===== src/rtl/icache_fill_ctrl_pkg.sv =====
// Shared constants, state encoding and address helper for the I-cache fill controller.
package icache_fill_ctrl_pkg;

  localparam int unsigned WORDS_PER_BLOCK   = 8;
  localparam int unsigned ADDR_W            = 16;
  localparam int unsigned DATA_W            = 16;
  localparam int unsigned MEM_LATENCY       = 4;
  localparam int unsigned BLOCK_OFFSET_BITS = 4;
  localparam int unsigned ISSUE_W           = 4;
  localparam int unsigned RECV_W            = 3;

  // Clears the byte-offset-within-block bits of an address.
  localparam logic [ADDR_W-1:0] BLOCK_MASK = ~ADDR_W'((1 << BLOCK_OFFSET_BITS) - 1);

  typedef enum logic [1:0] {
    ST_IDLE = 2'd0,
    ST_FILL = 2'd1,
    ST_DONE = 2'd2
  } fill_state_e;

  // Byte offset of a 16-bit word index inside a block.
  function automatic logic [ADDR_W-1:0] word_offset(input logic [ISSUE_W-1:0] idx);
    return ADDR_W'(idx) << 1;
  endfunction

endpackage


===== src/rtl/icache_fill_ctrl_if.sv =====
// Miss, memory and cache-write signals between the fill controller and its neighbours.
interface icache_fill_ctrl_if;
  import icache_fill_ctrl_pkg::*;

  logic              miss_detected;
  logic [ADDR_W-1:0] miss_address;
  logic [DATA_W-1:0] mem_data_in;
  logic              mem_data_valid;
  logic              mem_enable;
  logic [ADDR_W-1:0] mem_address;
  logic              fsm_busy;
  logic              write_data_array;
  logic              write_tag_array;
  logic [ADDR_W-1:0] cache_word_addr;
  logic [DATA_W-1:0] cache_data;
  logic              fill_done;

  // Controller side.
  modport master (
    input  miss_detected, miss_address, mem_data_in, mem_data_valid,
    output mem_enable, mem_address, fsm_busy, write_data_array, write_tag_array,
           cache_word_addr, cache_data, fill_done
  );

  // Fetch stage / memory / cache side.
  modport slave (
    output miss_detected, miss_address, mem_data_in, mem_data_valid,
    input  mem_enable, mem_address, fsm_busy, write_data_array, write_tag_array,
           cache_word_addr, cache_data, fill_done
  );

endinterface


===== src/rtl/icache_fill_ctrl_fill_word_counter.sv =====
// Up-counter with async reset, synchronous clear, enable and terminal-count flag.
module fill_word_counter #(
  parameter int unsigned WIDTH    = 4,
  parameter int unsigned TERMINAL = 8
) (
  input  logic             clk,
  input  logic             rst_n,
  input  logic             clr,
  input  logic             en,
  output logic [WIDTH-1:0] count,
  output logic             tc_c
);

  // Clear has priority over increment.
  always_ff @(posedge clk or negedge rst_n) begin
    if (!rst_n) begin
      count <= '0;
    end else if (clr) begin
      count <= '0;
    end else if (en) begin
      count <= count + WIDTH'(1);
    end
  end

  assign tc_c = (count == WIDTH'(TERMINAL));

endmodule


===== src/rtl/icache_fill_ctrl.sv =====
// Freezes fetch on an I-cache miss and streams one 8-word block from memory into the cache.
module icache_fill_ctrl
  import icache_fill_ctrl_pkg::*;
(
  input  logic               clk,
  input  logic               rst,
  icache_fill_ctrl_if.master bus
);

  fill_state_e        state;
  logic [ADDR_W-1:0]  base;
  logic               fill_done_q;
  logic [ISSUE_W-1:0] issue_cnt;
  logic               issue_tc_c;
  logic [RECV_W-1:0]  recv_cnt;
  logic               recv_tc_c;
  logic               start_c;
  logic               issue_en_c;
  logic               recv_en_c;
  logic               last_word_c;

  // Fill sequencing qualifiers derived from the current state.
  always_comb begin
    start_c     = (state == ST_IDLE) && bus.miss_detected;
    issue_en_c  = (state == ST_FILL) && !issue_tc_c;
    recv_en_c   = (state == ST_FILL) && bus.mem_data_valid;
    last_word_c = recv_en_c && recv_tc_c;
  end

  // Counts read requests issued; stops at a full block.
  fill_word_counter #(
    .WIDTH    (ISSUE_W),
    .TERMINAL (WORDS_PER_BLOCK)
  ) u_issue_cnt (
    .clk   (clk),
    .rst_n (rst),
    .clr   (start_c),
    .en    (issue_en_c),
    .count (issue_cnt),
    .tc_c  (issue_tc_c)
  );

  // Counts words returned by memory; the last word flags the tag write.
  fill_word_counter #(
    .WIDTH    (RECV_W),
    .TERMINAL (WORDS_PER_BLOCK - 1)
  ) u_recv_cnt (
    .clk   (clk),
    .rst_n (rst),
    .clr   (start_c),
    .en    (recv_en_c),
    .count (recv_cnt),
    .tc_c  (recv_tc_c)
  );

  // State, block base and the done pulse.
  always_ff @(posedge clk or negedge rst) begin
    if (!rst) begin
      state       <= ST_IDLE;
      base        <= '0;
      fill_done_q <= 1'b0;
    end else begin
      fill_done_q <= 1'b0;
      case (state)
        ST_IDLE: begin
          if (start_c) begin
            base  <= bus.miss_address & BLOCK_MASK;
            state <= ST_FILL;
          end
        end
        ST_FILL: begin
          if (last_word_c) begin
            fill_done_q <= 1'b1;
            state       <= ST_DONE;
          end
        end
        ST_DONE: state <= ST_IDLE;
        default: state <= ST_IDLE;
      endcase
    end
  end

  // Strobes and addresses; busy follows the miss directly so fetch freezes in the miss cycle.
  always_comb begin
    bus.fsm_busy         = 1'b0;
    bus.mem_enable       = 1'b0;
    bus.mem_address      = '0;
    bus.write_data_array = 1'b0;
    bus.write_tag_array  = 1'b0;
    bus.cache_word_addr  = '0;
    case (state)
      ST_IDLE: bus.fsm_busy = bus.miss_detected;
      ST_FILL: begin
        bus.fsm_busy         = 1'b1;
        bus.mem_enable       = issue_en_c;
        bus.write_data_array = recv_en_c;
        bus.write_tag_array  = last_word_c;
        if (issue_en_c) begin
          bus.mem_address = base + word_offset(issue_cnt);
        end
        if (recv_en_c) begin
          bus.cache_word_addr = base + word_offset(ISSUE_W'(recv_cnt));
        end
      end
      default: ;
    endcase
  end

  assign bus.cache_data = bus.mem_data_in;
  assign bus.fill_done  = fill_done_q;

endmodule


===== src/flat_wrapper.sv =====
// flat-port wrapper written by rule: the top's interface ports become plain ports
module icache_fill_ctrl_flat import icache_fill_ctrl_pkg::*;
  (clk, rst, bus_miss_detected, bus_miss_address, bus_mem_data_in, bus_mem_data_valid, bus_mem_enable, bus_mem_address, bus_fsm_busy, bus_write_data_array, bus_write_tag_array, bus_cache_word_addr, bus_cache_data, bus_fill_done);
  icache_fill_ctrl_if bus_i ();
  input  logic clk;
  input  logic rst;
  input wire logic [$bits(bus_i.miss_detected)-1:0] bus_miss_detected;
  input wire logic [$bits(bus_i.miss_address)-1:0] bus_miss_address;
  input wire logic [$bits(bus_i.mem_data_in)-1:0] bus_mem_data_in;
  input wire logic [$bits(bus_i.mem_data_valid)-1:0] bus_mem_data_valid;
  output wire logic [$bits(bus_i.mem_enable)-1:0] bus_mem_enable;
  output wire logic [$bits(bus_i.mem_address)-1:0] bus_mem_address;
  output wire logic [$bits(bus_i.fsm_busy)-1:0] bus_fsm_busy;
  output wire logic [$bits(bus_i.write_data_array)-1:0] bus_write_data_array;
  output wire logic [$bits(bus_i.write_tag_array)-1:0] bus_write_tag_array;
  output wire logic [$bits(bus_i.cache_word_addr)-1:0] bus_cache_word_addr;
  output wire logic [$bits(bus_i.cache_data)-1:0] bus_cache_data;
  output wire logic [$bits(bus_i.fill_done)-1:0] bus_fill_done;
  assign bus_i.miss_detected = bus_miss_detected;
  assign bus_i.miss_address = bus_miss_address;
  assign bus_i.mem_data_in = bus_mem_data_in;
  assign bus_i.mem_data_valid = bus_mem_data_valid;
  assign bus_mem_enable = bus_i.mem_enable;
  assign bus_mem_address = bus_i.mem_address;
  assign bus_fsm_busy = bus_i.fsm_busy;
  assign bus_write_data_array = bus_i.write_data_array;
  assign bus_write_tag_array = bus_i.write_tag_array;
  assign bus_cache_word_addr = bus_i.cache_word_addr;
  assign bus_cache_data = bus_i.cache_data;
  assign bus_fill_done = bus_i.fill_done;
  icache_fill_ctrl u_core (.clk(clk), .rst(rst), .bus(bus_i));
endmodule

===== config.mk =====
export PLATFORM = sky130hd
export DESIGN_NAME = icache_fill_ctrl_flat
export DESIGN_NICKNAME = d
export VERILOG_FILES = /design/src/rtl/icache_fill_ctrl_pkg.sv /design/src/rtl/icache_fill_ctrl_if.sv /design/src/rtl/icache_fill_ctrl_fill_word_counter.sv /design/src/rtl/icache_fill_ctrl.sv /design/src/flat_wrapper.sv
export SDC_FILE = /design/constraint.sdc
export NUM_CORES = 1
export LEC_CHECK = 0
export ABC_CLOCK_PERIOD_IN_PS = 3400
export CAP_MARGIN = 15
export CORE_MARGIN = 10
export CORE_UTILIZATION = 42
export CTS_BUF_LIST = sky130_fd_sc_hd__clkbuf_4 sky130_fd_sc_hd__clkbuf_8
export DETAILED_ROUTE_END_ITERATION = 16
export PLACE_DENSITY_LB_ADDON = 0.3
export SYNTH_ARGS = -nofsm -noshare
export SYNTH_HDL_FRONTEND = slang
export SYNTH_SLANG_ARGS = --single-unit
export TNS_END_PERCENT = 30

===== constraint.sdc =====
create_clock -name clk -period 3.4 [get_ports clk]
set_input_delay 0.68 -clock clk [delete_from_list [all_inputs] [get_ports clk]]
set_output_delay 0.68 -clock clk [all_outputs]
set_load 0.01 [all_outputs]

Word-level counts from Yosys, hierarchy flattened --
Index checks and enable logic that the tools add are counted.
Storage, ports and cells: output and inout port bits 53, word-level logic and storage cells 41, bits in registers 22, input bits 36
Operators by class: $add $sub $neg 4, muxes and demuxes 17, eq/ne operators 5, reductions and logical operators 10
Operators with widths (count):
- two-way mux 16 bit | 4
- adder 16 x 4 -> 16 bit | 1
- adder 16 x 5 -> 16 bit | 1
- two-way mux 4 bit | 2
- two-way mux 3 bit | 2
- two-way mux 1 bit | 5
- adder 4 x 1 -> 4 bit, second input constant | 1
- equality test 4 bit, second input constant | 1
- logical AND 1 bit | 4
- two-way mux 2 bit | 2
- != test 2 x 1 -> 1 bit, second input constant | 2
- one-hot mux 2 bit (2 select lines) | 1
- AND reduction 2 bit | 2
- nonzero test 2 bit | 2
- adder 3 x 1 -> 3 bit, second input constant | 1
- equality test 3 bit, second input constant | 1
- equality test 2 x 1 -> 1 bit, second input constant | 1
- logical NOT 2 bit | 1
- one-hot mux 1 bit (2 select lines) | 1
- logical NOT 1 bit | 1

Logic depth before layout (Yosys ltp) --
depth in word-level cells 5, gate-level depth with buffers 6, gate-level depth less buffers 6

Cells and area by module --
A second synthesis with hierarchy kept.
Second synthesis, totals: cell total of the unflattened synthesis 155, area total of the unflattened synthesis 1497.7 um^2
By module, submodules not included:
- icache_fill_ctrl | sequential area each 375.4 um^2, cells each 123, instances 1, area an instance 1137.3 um^2
- fill_word_counter at u_core.u_issue_cnt | sequential area each 100.1 um^2, cells each 21, instances 1, area an instance 220.2 um^2
- fill_word_counter at u_core.u_recv_cnt | sequential area each 75.1 um^2, cells each 11, instances 1, area an instance 140.1 um^2

Worst setup path before layout --
OpenSTA, ideal clock, no wires.
kind register to output, start point reg u_core.u_issue_cnt.count[3], end point out bus_mem_address[14], path buffers 0, arrival 1.514 ns, data required time 2.720 ns, slack 1.206 ns, cell stages (with the launch flop) 6, cells stage by stage dfrtp_1 ha_1 ha_1 nand2_1 or4_1 a21oi_1
On the way: longest elaborated chain between the ends 5, elaborated cells on any way between the ends 6, classes of those cells add/sub (1); eq/ne (1); mux (2); reduce/logical (2)
RTL lines:
- start: declaration | line icache_fill_ctrl_fill_word_counter.sv:10 | output logic [WIDTH-1:0] count,
- start signal: assignment | line icache_fill_ctrl_fill_word_counter.sv:21 | count <= count + WIDTH'(1);
- branches (longest 3 deep; another with adder 16 x 5 -> 16 bit)
- two-way mux 16 bit (*) | line icache_fill_ctrl.sv:98 | if (issue_en_c) begin
- two-way mux 16 bit (*) | line icache_fill_ctrl.sv:91 | case (state)
- end: declaration | line flat_wrapper.sv:12 | output wire logic [$bits(bus_i.mem_address)-1:0] bus_mem_address;
Every way passes the cells marked *.

Worst setup path after layout --
Ends and elaborated chain as after synthesis.

==> reports/results.ini <==
[setup_path]
worstPathMaxFanout = 6
worst_setup_path_end_kind = primary output
worst-endpoint-arrival_ns = 2.46
critPathLaunchType = flop
r2r-start = u_core.u_issue_cnt.count[0]
r2r_setup_slack_ns = 1.71
critPathRequiredTime_ns = 2.72
criticalPathCategory = reg -> out
rr_worst_depth = 6
regToRegEndpoint = u_core.u_issue_cnt.count[2]

[sta]
rsz0062_at_grt = no
hold_viol_final = 0
drv_slew = 0
fin_crit_sh_pct = 92.3
relSlewSlack_pct = 34.2
setup_viol = 0
min_period_ns = 3.14
tns_ns = 0
tightest_slew_ns = 0.985
fmax_mhz = 319
finalClockSkew_ns = 0.00321

[grt]
grt_use_met2_pct = 18.8
grt_pass1_vias = 1251
grt_max_degree = 23
grt_usage_pct = 11.3
antenna_found_initial = 0
grt.busiest_layer = met2
grt.met1_usage_pct = 12.7
grtUsageMet3_pct = 3.94
grt_pass1_wl_mm = 5.95
overflow = 0

[detailed_routing]
wl_mm = 3.66
ant_nets = 0
first_pass_iters = 4
vias = 1215
drtIter0Drc = 40
drc = 0
avgRoutedWirePerCell_um = 15.4
viasPerCell = 5.11

[floorplanning]
num_rows = 21
pin_count = 89
die_w_um = 79.6
coreArea_um2 = 3390
dieArea_um2 = 6340
start_util_pct = 44.0
die_y_um = 79.6

[power]
p_leak_nw = 0.802
power_density_nw_per_um2 = 932
vdd_ir_drop_max_mv = 0.359

[synth]
yosys_warnings = 0
synth_cell_types = 36
synthMuxAreaShare_pct = 8.30
ys_seq_elements = 22
syn_area_um2 = 1490
synth.largest_area_cell = dfrtp_1
synth_top_family_by_area = simple AND/OR/NAND/NOR gates
synth_area_leaders = dfrtp_1 (37%), buf_4 (9.1%), mux2_2 (8.3%), and2_1 (6.7%), ha_1 (5.0%)
yosys.area_share.simple_pct = 23.6
synth_xor_area_share_pct = 2.35
synth_top_cell_area_share_pct = 36.9
synth_edf_count = 0
yosysSeqAreaShare_pct = 36.9
synth_top_flop_cell = dfrtp_1
synth_compound_area_share_pct = 10.6
syn_inst = 159
yosysMostFrequentCell = dfrtp_1
ys_top_cells_by_count = dfrtp_1 (22), buf_4 (18), and2_1 (16)
syn_avg_cell_area_um2 = 9.39
synthArstFlopShare_pct = 100
yosys.area_share.adder_pct = 5.03

[cts]
cts_resized = 0
htree_levels = 1
cts-root-buf = clkbuf_4
clock_latency_ns = 0.30
cts_max_path_buffers = 2
cts_tree = done
postCtsHoldBufs = 0
numCtsBuffers = 3
clock_sinks = 22
post_cts_buffers = 0
clk_pin_slew_ns = 0.12

[final_layout]
syn2layout_area_growth_pct = 30.2
drive_above_1_share_pct = 13.0
fin_nets = 235
nFillCells = 323
utilization_pct = 57.3
antenna_cells = 0

[flow_run]
drv_cap = 0

[hold_path]
min_to = u_core.u_recv_cnt.count[2]
hold_path.class = reg -> reg
min_from = u_core.u_recv_cnt.count[2]
min_delay_path_depth = 1

[place]
gp_congestion = 0.783
place_hpwl_mm = 2.90
port_buffers = 50

[status]
outcome = finished clean

[per-stage QoR]
stage               total power, mW  setup slack, ns  area, µm²  hold slack (ns)  std cells
floorplan                      1.14             1.21       1500            0.384        160
global placement               1.66            0.471       1910            0.506        234
detailed placement             1.70            0.449       1910            0.511        234
CTS                            1.84            0.248       1940            0.543        238
global route                   1.97            0.108       1940            0.575        238
finish                         1.81            0.263       1940            0.545        238
[cell usage in the layout (no fill, tap or decap), types with 2 or more instances in the layout]
cell type and count:
nor2_1 10, a21oi_1 9, mux2_2 11, clkbuf_4 3
ha_1 6, xor2_1 2, clkdlybuf4s50_1 50, and2_1 16
a22o_1 3, buf_4 2, or3_1 2, inv_1 7
xnor2_1 2, o31ai_1 4, and3b_1 2, nand3_1 6
and3_1 2, or4_1 4, o21ai_0 7, conb_1 2
dfrtp_1 22, nand2_1 6
[routing by layer]
layer | vias up | wire length [µm] | part of all wire [%]
met5 | - | 0 | 0
met4 | 0 | 87 | 2.4
met3 | 18 | 402 | 11
met2 | 34 | 1690 | 46
met1 | 568 | 1490 | 41
li1 | 595 | - | -
[report_power, final]
| part | total [mW] | switching, mW | internal, mW | leakage (nW) |
|---|---|---|---|---|
| clock | 0.145 | 0.0792 | 0.0654 | 0.0210 |
| combinational | 1.12 | 0.483 | 0.641 | 0.513 |
| sequential | 0.543 | 0.159 | 0.384 | 0.267 |
[sequential cells by signal (all words and copies together) (netlist names)]
name	count
u_core.bus.fill_done	1
u_core.u_recv_cnt.count	3
u_core.state	2
u_core.base	12
u_core.u_issue_cnt.count	4
[worst max-delay path, stage by stage, from the launching register on]
cell	delay [ns]
dfrtp_1	0.44
ha_1	0.21
ha_1	0.21
nand2_1	0.14
or4_1	0.42
a21oi_1	0.16
clkdlybuf4s50_1	0.56
[cell type report]
cell class                      instances  area (µm²)  area share, %
Tap cell                               46        57.6           2.96
Sequential cell                        22         551           28.3
Clock buffer                            4        36.3           1.87
Inverter                                7        26.3           1.35
Timing Repair Buffer                   52         515           26.5
Multi-Input combinational cell        107         757           39.0
[how the worst max path moves through the flow]
stage	from	end	slack, ns
finish	u_core.u_issue_cnt.count[3]	bus_mem_address[14]	0.26
global route	u_core.u_issue_cnt.count[3]	bus_mem_address[14]	0.11
CTS	u_core.u_issue_cnt.count[3]	bus_mem_address[14]	0.25
detailed placement	bus_mem_data_valid	bus_write_tag_array	0.45
global placement	bus_mem_data_valid	bus_cache_word_addr[5]	0.47
floorplan	u_core.u_issue_cnt.count[3]	bus_mem_address[14]	1.21
[kinds of logic (layout without fill, tap and decap cells)]
kind of cell,Yosys count,in the layout
xor gates and xnor gates,4,4
other,1,2
adders and majority gates,6,6
and+or+nand+nor,58,58
buffers and inverters,31,63
AOI/OAI and AO/OA,26,26
DFF,22,22
muxes,11,11
No activity file was read; power rests on OpenSTA's default activity.
